--- config.mk ---
export PLATFORM = sky130hd
export DESIGN_NAME = l1_miss_refill_ctrl_flat
export DESIGN_NICKNAME = d
export VERILOG_FILES = /design/src/rtl/l1_miss_refill_ctrl_if.sv /design/src/rtl/l1_miss_refill_ctrl.sv /design/src/flat_wrapper.sv
export SDC_FILE = /design/constraint.sdc
export NUM_CORES = 1
export LEC_CHECK = 0
export ABC_AREA = 1
export BUFFER_PORTS_ARGS = -buffer_cell sky130_fd_sc_hd__clkbuf_2
export CORE_MARGIN = 2
export CORE_UTILIZATION = 31
export DETAILED_ROUTE_END_ITERATION = 7
export GPL_TIMING_DRIVEN = 1
export PLACE_DENSITY = 0.77
export SKIP_LAST_GASP = 1
export SLEW_MARGIN = 20
export SYNTH_ARGS = -nofsm -noshare
export SYNTH_HDL_FRONTEND = slang
export SYNTH_SLANG_ARGS = --single-unit
--- constraint.sdc ---
create_clock -name CLK -period 1.2 [get_ports CLK]
set_input_delay 0.06 -clock CLK [delete_from_list [all_inputs] [get_ports CLK]]
set_output_delay 0.06 -clock CLK [all_outputs]
set_load 0.05 [all_outputs]
--- src/rtl/l1_miss_refill_ctrl_if.sv ---
// Signal bundle between the L1 miss refill controller and its surroundings:
// miss request and victim info, victim data read, memory beat port, array write ports.
interface l1_miss_refill_ctrl_if #(
   parameter int index_bits         = 7,
   parameter int tag_bits           = 3,
   parameter int no_of_l2_ways_bits = 2,
   parameter int offset_bits        = 2,
   parameter int word_width         = 32
);
   localparam int addr_bits = tag_bits + index_bits + offset_bits;

   logic                          miss_req;
   logic [index_bits-1:0]         miss_index;
   logic [tag_bits-1:0]           miss_tag;
   logic [no_of_l2_ways_bits-1:0] LRU_block;
   logic                          victim_valid;
   logic                          victim_dirty;
   logic [tag_bits-1:0]           victim_tag;
   logic [offset_bits-1:0]        victim_rd_word;
   logic [word_width-1:0]         victim_rd_data;

   // Memory beats: a beat completes on any cycle with mem_req & mem_ready.
   // While mem_req=1 and mem_ready=0, mem_we/mem_addr/mem_wdata hold steady;
   // mem_ready seen while mem_req=0 has no effect.
   logic                          mem_req;
   logic                          mem_we;
   logic [addr_bits-1:0]          mem_addr;
   logic [word_width-1:0]         mem_wdata;
   logic                          mem_ready;
   logic [word_width-1:0]         mem_rdata;

   logic                          fill_we;
   logic [no_of_l2_ways_bits-1:0] fill_way;
   logic [index_bits-1:0]         fill_index;
   logic [offset_bits-1:0]        fill_word;
   logic [word_width-1:0]         fill_data;
   logic                          tag_we;
   logic [tag_bits-1:0]           tag_value;
   logic                          busy;
   logic                          miss_done;
   logic [1:0]                    dbg_state;

   modport master (
      input  miss_req, miss_index, miss_tag, LRU_block, victim_valid, victim_dirty,
             victim_tag, victim_rd_data, mem_ready, mem_rdata,
      output victim_rd_word, mem_req, mem_we, mem_addr, mem_wdata, fill_we, fill_way,
             fill_index, fill_word, fill_data, tag_we, tag_value, busy, miss_done, dbg_state
   );

   modport slave (
      output miss_req, miss_index, miss_tag, LRU_block, victim_valid, victim_dirty,
             victim_tag, victim_rd_data, mem_ready, mem_rdata,
      input  victim_rd_word, mem_req, mem_we, mem_addr, mem_wdata, fill_we, fill_way,
             fill_index, fill_word, fill_data, tag_we, tag_value, busy, miss_done, dbg_state
   );
endinterface

--- src/rtl/l1_miss_refill_ctrl.sv ---
// L1 miss refill controller: latches the victim way on a miss, writes back a
// dirty victim, fills the line word by word from memory, then updates the tag.
module l1_miss_refill_ctrl #(
   parameter int index_bits         = 7,
   parameter int tag_bits           = 3,
   parameter int no_of_l2_ways_bits = 2,
   parameter int offset_bits        = 2,
   parameter int word_width         = 32
) (
   input logic             CLK,
   input logic             RST,
   l1_miss_refill_ctrl_if.master bus
);
   typedef enum logic [1:0] {
      S_IDLE   = 2'd0,
      S_WB     = 2'd1,
      S_FILL   = 2'd2,
      S_UPDATE = 2'd3
   } state_t;

   localparam logic [offset_bits-1:0] CNT_LAST = '1;

   state_t                        r_state;
   state_t                        w_state_nxt;
   logic [offset_bits-1:0]        r_cnt;
   logic [index_bits-1:0]         r_index;
   logic [tag_bits-1:0]           r_tag;
   logic [tag_bits-1:0]           r_vtag;
   logic [no_of_l2_ways_bits-1:0] r_way;
   logic                          w_accept;
   logic                          w_beat;
   logic                          w_last;

   assign w_accept = (r_state == S_IDLE) && bus.miss_req;
   assign w_beat   = ((r_state == S_WB) || (r_state == S_FILL)) && bus.mem_ready;
   assign w_last   = (r_cnt == CNT_LAST);

   always_ff @(posedge CLK or negedge RST) begin
      if (!RST) r_state <= S_IDLE;
      else      r_state <= w_state_nxt;
   end

   // The word counter wraps naturally, so it is already 0 when WB hands over to FILL.
   always_ff @(posedge CLK or negedge RST) begin
      if (!RST) begin
         r_cnt   <= '0;
         r_index <= '0;
         r_tag   <= '0;
         r_vtag  <= '0;
         r_way   <= '0;
      end else if (w_accept) begin
         r_cnt   <= '0;
         r_index <= bus.miss_index;
         r_tag   <= bus.miss_tag;
         r_vtag  <= bus.victim_tag;
         r_way   <= bus.LRU_block;
      end else if (w_beat) begin
         r_cnt   <= r_cnt + 1'b1;
      end
   end

   always_comb begin
      w_state_nxt        = r_state;
      bus.victim_rd_word = '0;
      bus.mem_req        = 1'b0;
      bus.mem_we         = 1'b0;
      bus.mem_addr       = '0;
      bus.mem_wdata      = '0;
      bus.fill_we        = 1'b0;
      bus.fill_way       = r_way;
      bus.fill_index     = r_index;
      bus.fill_word      = '0;
      bus.fill_data      = '0;
      bus.tag_we         = 1'b0;
      bus.tag_value      = '0;
      bus.miss_done      = 1'b0;
      bus.busy           = (r_state != S_IDLE);
      bus.dbg_state      = r_state;

      case (r_state)
         S_IDLE: begin
            // An invalid victim never needs a writeback, whatever its dirty bit says.
            if (bus.miss_req)
               w_state_nxt = (bus.victim_valid && bus.victim_dirty) ? S_WB : S_FILL;
         end
         S_WB: begin
            bus.mem_req        = 1'b1;
            bus.mem_we         = 1'b1;
            bus.mem_addr       = {r_vtag, r_index, r_cnt};
            bus.victim_rd_word = r_cnt;
            bus.mem_wdata      = bus.victim_rd_data;
            if (bus.mem_ready && w_last) w_state_nxt = S_FILL;
         end
         S_FILL: begin
            bus.mem_req   = 1'b1;
            bus.mem_addr  = {r_tag, r_index, r_cnt};
            bus.fill_word = r_cnt;
            if (bus.mem_ready) begin
               bus.fill_we   = 1'b1;
               bus.fill_data = bus.mem_rdata;
               if (w_last) w_state_nxt = S_UPDATE;
            end
         end
         S_UPDATE: begin
            bus.tag_we    = 1'b1;
            bus.tag_value = r_tag;
            bus.miss_done = 1'b1;
            w_state_nxt   = S_IDLE;
         end
         default: w_state_nxt = S_IDLE;
      endcase
   end
endmodule

--- src/flat_wrapper.sv ---
// flat-port wrapper written by rule: the top's interface ports become plain ports
module l1_miss_refill_ctrl_flat 
#(
   parameter int index_bits         = 7,
   parameter int tag_bits           = 3,
   parameter int no_of_l2_ways_bits = 2,
   parameter int offset_bits        = 2,
   parameter int word_width         = 32
)
  (CLK, RST, bus_miss_req, bus_miss_index, bus_miss_tag, bus_LRU_block, bus_victim_valid, bus_victim_dirty, bus_victim_tag, bus_victim_rd_data, bus_mem_ready, bus_mem_rdata, bus_victim_rd_word, bus_mem_req, bus_mem_we, bus_mem_addr, bus_mem_wdata, bus_fill_we, bus_fill_way, bus_fill_index, bus_fill_word, bus_fill_data, bus_tag_we, bus_tag_value, bus_busy, bus_miss_done, bus_dbg_state);
  l1_miss_refill_ctrl_if #(.index_bits(index_bits), .tag_bits(tag_bits), .no_of_l2_ways_bits(no_of_l2_ways_bits), .offset_bits(offset_bits), .word_width(word_width)) bus_i ();
  input logic CLK;
  input logic RST;
  input wire logic [$bits(bus_i.miss_req)-1:0] bus_miss_req;
  input wire logic [$bits(bus_i.miss_index)-1:0] bus_miss_index;
  input wire logic [$bits(bus_i.miss_tag)-1:0] bus_miss_tag;
  input wire logic [$bits(bus_i.LRU_block)-1:0] bus_LRU_block;
  input wire logic [$bits(bus_i.victim_valid)-1:0] bus_victim_valid;
  input wire logic [$bits(bus_i.victim_dirty)-1:0] bus_victim_dirty;
  input wire logic [$bits(bus_i.victim_tag)-1:0] bus_victim_tag;
  input wire logic [$bits(bus_i.victim_rd_data)-1:0] bus_victim_rd_data;
  input wire logic [$bits(bus_i.mem_ready)-1:0] bus_mem_ready;
  input wire logic [$bits(bus_i.mem_rdata)-1:0] bus_mem_rdata;
  output wire logic [$bits(bus_i.victim_rd_word)-1:0] bus_victim_rd_word;
  output wire logic [$bits(bus_i.mem_req)-1:0] bus_mem_req;
  output wire logic [$bits(bus_i.mem_we)-1:0] bus_mem_we;
  output wire logic [$bits(bus_i.mem_addr)-1:0] bus_mem_addr;
  output wire logic [$bits(bus_i.mem_wdata)-1:0] bus_mem_wdata;
  output wire logic [$bits(bus_i.fill_we)-1:0] bus_fill_we;
  output wire logic [$bits(bus_i.fill_way)-1:0] bus_fill_way;
  output wire logic [$bits(bus_i.fill_index)-1:0] bus_fill_index;
  output wire logic [$bits(bus_i.fill_word)-1:0] bus_fill_word;
  output wire logic [$bits(bus_i.fill_data)-1:0] bus_fill_data;
  output wire logic [$bits(bus_i.tag_we)-1:0] bus_tag_we;
  output wire logic [$bits(bus_i.tag_value)-1:0] bus_tag_value;
  output wire logic [$bits(bus_i.busy)-1:0] bus_busy;
  output wire logic [$bits(bus_i.miss_done)-1:0] bus_miss_done;
  output wire logic [$bits(bus_i.dbg_state)-1:0] bus_dbg_state;
  assign bus_i.miss_req = bus_miss_req;
  assign bus_i.miss_index = bus_miss_index;
  assign bus_i.miss_tag = bus_miss_tag;
  assign bus_i.LRU_block = bus_LRU_block;
  assign bus_i.victim_valid = bus_victim_valid;
  assign bus_i.victim_dirty = bus_victim_dirty;
  assign bus_i.victim_tag = bus_victim_tag;
  assign bus_i.victim_rd_data = bus_victim_rd_data;
  assign bus_i.mem_ready = bus_mem_ready;
  assign bus_i.mem_rdata = bus_mem_rdata;
  assign bus_victim_rd_word = bus_i.victim_rd_word;
  assign bus_mem_req = bus_i.mem_req;
  assign bus_mem_we = bus_i.mem_we;
  assign bus_mem_addr = bus_i.mem_addr;
  assign bus_mem_wdata = bus_i.mem_wdata;
  assign bus_fill_we = bus_i.fill_we;
  assign bus_fill_way = bus_i.fill_way;
  assign bus_fill_index = bus_i.fill_index;
  assign bus_fill_word = bus_i.fill_word;
  assign bus_fill_data = bus_i.fill_data;
  assign bus_tag_we = bus_i.tag_we;
  assign bus_tag_value = bus_i.tag_value;
  assign bus_busy = bus_i.busy;
  assign bus_miss_done = bus_i.miss_done;
  assign bus_dbg_state = bus_i.dbg_state;
  l1_miss_refill_ctrl #(.index_bits(index_bits), .tag_bits(tag_bits), .no_of_l2_ways_bits(no_of_l2_ways_bits), .offset_bits(offset_bits), .word_width(word_width)) u_core (.CLK(CLK), .RST(RST), .bus(bus_i));
endmodule
==> metrics, run 1 <==
root buf cell=clkbuf_8; initial core utilization=0.322; Seq cells post-synth=19; Synth warnings=0; number of port buffers=184; Post-CTS Hold Buffers=1; error msg=[ERROR DPL-0033] detailed placement checks failed during check placement.; Syn Nets=372; count of cell types in the netlist=21; CTS-repair resized insts=228; Avg Cell Area, Syn=5.88 um^2; # rows=26; Post-Syn Area=0.00165 mm^2; Inserted Clock Buffers=3; hpwl dp=5550 um; register area share after synthesis=0.289; dpl ws=-0.328 ns; CTS Buffer Depth=2; CTS sink count=19; GP Congestion=0.823; die height=76.9 um; post-synthesis cell count=280; status=did not finish; Die Span X=76.9 um; CTS H-tree depth=1; placed insts=545; Fail Step=4_1_cts; number of I/O pins=185; Post-CTS Setup Inserts=14
==> synthesized netlist by cell type <==
| cell type | number | area (um^2) |
|---|---|---|
| a21oi_1 | 12 | 60.1 |
| and2_1 | 1 | 6.26 |
| buf_2 | 4 | 20.0 |
| buf_4 | 2 | 15.0 |
| buf_6 | 6 | 67.6 |
| dfrtp_1 | 19 | 475 |
| ha_1 | 7 | 87.6 |
| inv_1 | 87 | 327 |
| inv_2 | 1 | 3.75 |
| mux2i_1 | 1 | 10.0 |
| nand2_1 | 74 | 278 |
| nand2_2 | 3 | 18.8 |
| nand2_4 | 1 | 11.3 |
| nand3_1 | 9 | 45.0 |
| nand3_2 | 1 | 10.0 |
| nor2_1 | 46 | 173 |
| nor2_2 | 1 | 6.26 |
| o21ai_0 | 1 | 5.00 |
| o21ai_1 | 1 | 5.00 |
| o21bai_1 | 2 | 15.0 |
| o22ai_1 | 1 | 6.26 |
==> through the flow <==
stage / hold WS, ns / area (um^2)
2_1_floorplan: -0.236 / 2180
3_3_place_gp: 0.0368 / 3630
3_5_place_dp: 0.0434 / 3630
==> kinds of logic after synthesis <==
kind of cell    share of synthesized area
compound gates                     0.0555
fa+ha+maj                          0.0532
buf+inv                             0.263
flops                               0.289
mux                               0.00608
simple gates                        0.333
==> inputs of run 2 (changes only) <==
Settings changed: CORE_UTILIZATION 31 to 30, PLACE_DENSITY 0.77 to default, PLACE_DENSITY_LB_ADDON from default to 0.15.
Clock period 1.2 ns to 1.6 ns, I/O delays scaled along.
==> metrics, run 2 <==
status=finished with violations; failing checks=negative setup slack; hpwl dp=5140 um (-7.4%); root buf cell=clkbuf_8; Post-synth ARST share=1.00 (unchanged); VDD IR max=0.00141 V; largest family of logic cells by synthesized area=simple AND/OR/NAND/NOR gates; via/cell ratio=4.79; Startpoint Class=flip-flop; count leader, synth=inv_1; vias in the first global route=2608; worst hold slack=0.0411 ns; unrepaired setup endpoints after global routing=yes; global-route track usage on met2=0.504; post-synthesis xor/xnor area fraction=0 (unchanged); antenna-violating nets left=0; Worst Max-Slew Pin Slew=0.482 ns; ant diodes=0; Final WS setup=-0.160 ns; relative slew slack=0.679; M3 GR Usage=0.0690; max-cap viol count=0; crit path DAT=1.68 ns; GP Congestion=0.791 (-3.9%); top fanout value on the critical path=6; Avg Cell Area, Syn=5.88 um^2 (unchanged); Syn Nets=372 (unchanged); Post-Synth Simple-Gate Area=0.333 (unchanged); share of layout cells above drive strength 1=0.702; dominant cell type by area after synthesis=dfrtp_1; Overflow after GRT=0; number of port buffers=184 (unchanged); Avg WL per Cell=19.0 um; Worst setup EP type=output port; die height=78.1 um (+1.6%); EDFF count, synth=0 (unchanged); period utilization=1.10; Max Transition Viols Final=0; fin cells=556; nets=579; Die Span X=78.1 um (+1.6%); All-Layer GR Usage=0.260; # rows=26 (unchanged); CTS sink count=19 (unchanged); top area cells in the synthesized netlist=dfrtp_1 (29%), inv_1 (20%), nand2_1 (17%); Synth warnings=0 (unchanged); WL final=10600 um; First-pass DRT Iterations=4; fin crit period=1.76 ns; Leak=2.40 nW; First DRT Iteration DRCs=109; commonest cells in the netlist=inv_1 (87), nand2_1 (74), nor2_1 (46); Synth top area share=0.289 (unchanged); via count=2661; Inserted Clock Buffers=3 (unchanged); GRT busiest layer=met2; initial core utilization=0.316 (-0.00604); number of I/O pins=185 (unchanged); Synth Area in Compound Gates=0.0555 (unchanged); power per cell area=1960 mW/mm^2; CTS Buffer Depth=2 (unchanged); most common cell after layout, fill and taps aside=clkbuf_2; Worst EP required=1.52 ns; max reg flops=7; CTS H-tree depth=1 (unchanged); Area Growth Syn to Fin=181%; global routing usage on met1=0.243; placed insts=529 (-2.9%); Post-Syn Area=0.00165 mm^2 (unchanged); multiplexer share of the synthesized area=0.00608 (unchanged); Worst Hold Class=primary input to flip-flop; Setup TNS=-4.89 ns; CORE AREA=0.00520 mm^2; Main synth FF type=dfrtp_1; largest net degree at the start of global routing=25; first-pass GRT wire length=12600 um; most frequent cells in the layout=clkbuf_2 (100), buf_8 (63), inv_1 (51); CTS tree=done; crit path kind=flip-flop to output port; final-report hold violation count=0; Post-Synth Adder-Cell Area=0.0532 (unchanged); final setup fails=76; antenna violations before repair=0; worst clock skew=0.00193 ns; register area share after synthesis=0.289 (unchanged); Max Fclk=0.568 GHz; count of cell types in the netlist=21 (unchanged); dpl ws=0.0254 ns (+0.353 ns); clock slew at reported path FFs=0.08 ns; Seq cells post-synth=19 (unchanged); post-synthesis cell count=280 (unchanged); DIE AREA=0.00609 mm^2; Post-route DRC=0; clk_lat worst skew=0.26 ns
-- run 2: cell counts after synthesis --
No cell type changed its count.
-- run 2: worst paths after layout --
path / start / end / slack [ns] / cells after the start
hold / removal: bus_LRU_block[0] / u_core.bus.fill_way[0]$_DFFE_PN0P_ / 0.04 / 3
hold reg to reg: u_core.bus.fill_way[0]$_DFFE_PN0P_ / u_core.bus.fill_way[0]$_DFFE_PN0P_ / 0.48 / 2
min in group asynchronous: RST / u_core.bus.fill_way[0]$_DFFE_PN0P_ / 0.30 / 2
setup / recovery: u_core.bus.dbg_state[1]$_DFFE_PN0P_ / bus_mem_addr[3] / -0.16 / 7
max in group asynchronous: RST / u_core.bus.dbg_state[0]$_DFFE_PN0P_ / 0.94 / 2
setup reg to reg: u_core.bus.dbg_state[1]$_DFFE_PN0P_ / u_core.bus.dbg_state[1]$_DFFE_PN0P_ / 0.01 / 9
-- run 2: critical path, stage by stage, from the launching register on --
cell	delay, ns
dfrtp_2	0.43
inv_4	0.07
ha_4	0.21
buf_6	0.14
o21ai_4	0.20
buf_12	0.17
nor2_4	0.04
buf_8	0.15
-- run 2: stage by stage --
step / power (W) / utilization / area, um^2
floorplan: 0.00510 / - / 2140
global placement: 0.00637 / 0.635 / 3300
detailed placement: 0.00643 / 0.635 / 3300
CTS: 0.00799 / 0.795 / 4140
global route: 0.00937 / 0.889 / 4630
finish: 0.00905 / 0.889 / 4630
-- run 2: power by group --
part / internal (W) / leakage, nW / switching, W
registers: 0.000710 / 0.224 / 0.000201
logic: 0.00300 / 2.16 / 0.00478
clock network: 0.000174 / 0.0255 / 0.000173
total: 0.00389 / 2.40 / 0.00516
-- run 2: per-layer routing --
layer	vias to the layer above	wire length, um	share of wire
met4	0	575	0.054
met1	1256	3530	0.33
met3	47	854	0.081
li1	1199	-	-
met2	159	5620	0.53
met5	-	0	0
-- run 2: final cells by class --
type / count / area, um^2
Inverter: 88 / 452
Timing Repair Buffer: 214 / 2220
Clock buffer: 3 / 41.3
Tap cell: 70 / 87.6
Sequential cell: 19 / 478
Multi-Input combinational cell: 161 / 1350
Clock inverter: 1 / 5.00
Fill cell: 198 / 578
-- run 2: cells by family (layout without fill, tap and decap cells) --
group | Yosys count | in the layout
AOI/OAI and AO/OA | 17 | 17
adders and majority gates | 7 | 7
buffers and inverters | 100 | 306
DFF | 19 | 19
muxes | 1 | 1
and+or+nand+nor | 136 | 136
-- run 2: what timing repair did --
action                                  in CTS  in global routing
endpoints found under the setup margin      80                 85
endpoints found under the hold margin       19                  0
gates resized for setup                    142                156
gates cloned                                 4                  4
pin swaps                                    4                 15
setup buffers                               10                  6
hold buffers                                 1                  0
No activity file was read; power rests on OpenSTA's default activity.
==> inputs of run 3 (changes only) <==
Settings changed: CORE_MARGIN 2 to default.
==> metrics, run 3 (synthesis results as in run 2) <==
First DRT Iteration DRCs=51 (-53%); final-report hold violation count=0 (unchanged); Setup TNS=-4.45 ns (+0.436 ns); crit path kind=flip-flop to output port; Post-route DRC=0 (unchanged); Leak=2.18 nW (-9.3%); CP max-delay cell=dfrtp_2; Worst Max-Slew Pin Slew=0.477 ns (-0.00410 ns); VDD IR max=0.00143 V (+1.7%); CTS sink count=19 (unchanged); fin crit period=1.77 ns (+0.00612 ns); Max Fclk=0.566 GHz (-0.35%); antenna-violating nets left=0 (unchanged); Worst Hold Class=primary input to flip-flop; antenna violations before repair=0 (unchanged); vias in the first global route=2335 (-10%); Tot Pwr=0.00847 W (-6.3%); CTS tree=done; most frequent cells in the layout=clkbuf_2 (101), nand2_1 (56), inv_1 (52); status=finished with violations; die height=76.1 um (-2.6%); GP Congestion=0.732 (-7.4%); CTS H-tree depth=1 (unchanged); most common cell after layout, fill and taps aside=clkbuf_2; CP Cell Sequence=inv_4 -> ha_4 -> buf_4 -> clkbuf_16 -> nand2_1 -> clkinvlp_4 -> buf_6; relative slew slack=0.682 (+0.00273); Worst EP required=1.52 ns (about the same); max reg flops=7 (unchanged); period utilization=1.10 (+0.00383); unrepaired setup endpoints after global routing=yes; First-pass DRT Iterations=4 (unchanged); All-Layer GR Usage=0.244 (-0.0155); largest net degree at the start of global routing=25 (unchanged); power per cell area=1960 mW/mm^2 (about the same); WL final=8380 um (-21%); placed insts=530 (+0.19%); first-pass GRT wire length=11400 um (-9.4%); Worst setup EP type=output port; ant diodes=0 (unchanged); initial core utilization=0.316 (unchanged); Max Transition Viols Final=0 (unchanged); max-cap viol count=0 (unchanged); root buf cell=clkbuf_8; buffer and inverter count on the worst path=5 (+1); Avg WL per Cell=15.2 um (-20%); via/cell ratio=4.47 (-6.6%); CORE AREA=0.00520 mm^2 (unchanged); max incr delay on CP=0.45 ns (+0.02 ns); worst clock skew=0.00241 ns (+0.000475 ns); # rows=26 (unchanged); clk_lat worst skew=0.26 ns (about the same); CP top delay family=buffers and inverters; via count=2468 (-7.3%); final setup fails=70 (-7.9%); Die Span X=76.1 um (-2.6%); failing checks=negative setup slack; clock slew at reported path FFs=0.08 ns (about the same); post-layout util=0.832 (-0.0565); crit path DAT=1.69 ns (about the same); number of port buffers=184 (unchanged); top fanout value on the critical path=7 (+1); number of I/O pins=185 (unchanged); CTS Buffer Depth=2 (unchanged); Area Growth Syn to Fin=163%; DIE AREA=0.00578 mm^2 (-5.1%); Overflow after GRT=0 (unchanged); Final WS setup=-0.166 ns (-0.00612 ns); hpwl dp=4710 um (-8.3%); fin cells=552 (-0.72%); Startpoint Class=flip-flop; nets=575 (-0.69%); worst hold slack=0.0376 ns (-0.00349 ns); Inserted Clock Buffers=3 (unchanged); share of layout cells above drive strength 1=0.672 (-0.0294)
[run 3: through the flow]
| step | setup slack [ns] | area (um^2) |
|---|---|---|
| CTS | -0.0988 | 4000 |
| global placement | 0.0405 | 3270 |
| global route | -0.198 | 4330 |
| floorplan | -0.179 | 2140 |
| detailed placement | -0.0129 | 3270 |
| finish | -0.166 | 4330 |
[run 3: final timing paths]
kind,from,end,slack [ns],cells after the start
hold reg to reg,u_core.bus.fill_way[0]$_DFFE_PN0P_,u_core.bus.fill_way[0]$_DFFE_PN0P_,0.48,2
max in group asynchronous,RST,u_core.bus.dbg_state[1]$_DFFE_PN0P_,0.95,2
min in group asynchronous,RST,u_core.bus.fill_way[1]$_DFFE_PN0P_,0.30,2
hold / removal,bus_miss_tag[0],u_core.r_tag[0]$_DFFE_PN0P_,0.04,3
setup / recovery,u_core.bus.dbg_state[1]$_DFFE_PN0P_,bus_mem_wdata[11],-0.17,7
setup reg to reg,u_core.bus.dbg_state[0]$_DFFE_PN0P_,u_core.bus.dbg_state[1]$_DFFE_PN0P_,0.06,9
[run 3: repair_timing]
action	4_1_cts	5_1_grt
hold endpoints to repair	19	0
buffers inserted	8	5
gates cloned	1	3
hold buffers	1	0
setup endpoints to repair	80	84
gates resized for setup	139	111
pin swaps	3	3
[run 3: layer usage]
| layer | track usage | routed length [um] |
|---|---|---|
| met3 | 0.0635 | 604 |
| met2 | 0.478 | 4630 |
| met4 | 0.0904 | 328 |
| met5 | 0 | 0 |
| met1 | 0.244 | 2820 |
[run 3: report_power, final]
| group | total, W | leakage (nW) | internal (W) | switching (W) |
|---|---|---|---|---|
| registers | 0.000888 | 0.224 | 0.000709 | 0.000179 |
| logic | 0.00723 | 1.94 | 0.00275 | 0.00449 |
| clock network | 0.000355 | 0.0217 | 0.000176 | 0.000179 |
[run 3: layout make-up]
| cell class | count | area (um^2) |
|---|---|---|
| repair buffers | 210 | 2060 |
| multi-input cells | 161 | 1210 |
| fillers | 288 | 872 |
| flip-flops and latches | 19 | 478 |
| inverters | 88 | 452 |
| well taps | 70 | 87.6 |
| clock buffers | 3 | 41.3 |
| clock inverters | 1 | 7.51 |
[run 3: worst register-to-register path: cells and delay by family (launching register included)]
| kind | cells | cell delay, ns |
|---|---|---|
| buffers and inverters | 4 | 0.47 |
| and+or+nand+nor | 4 | 0.27 |
| DFF | 1 | 0.45 |
| adders and majority gates | 1 | 0.31 |
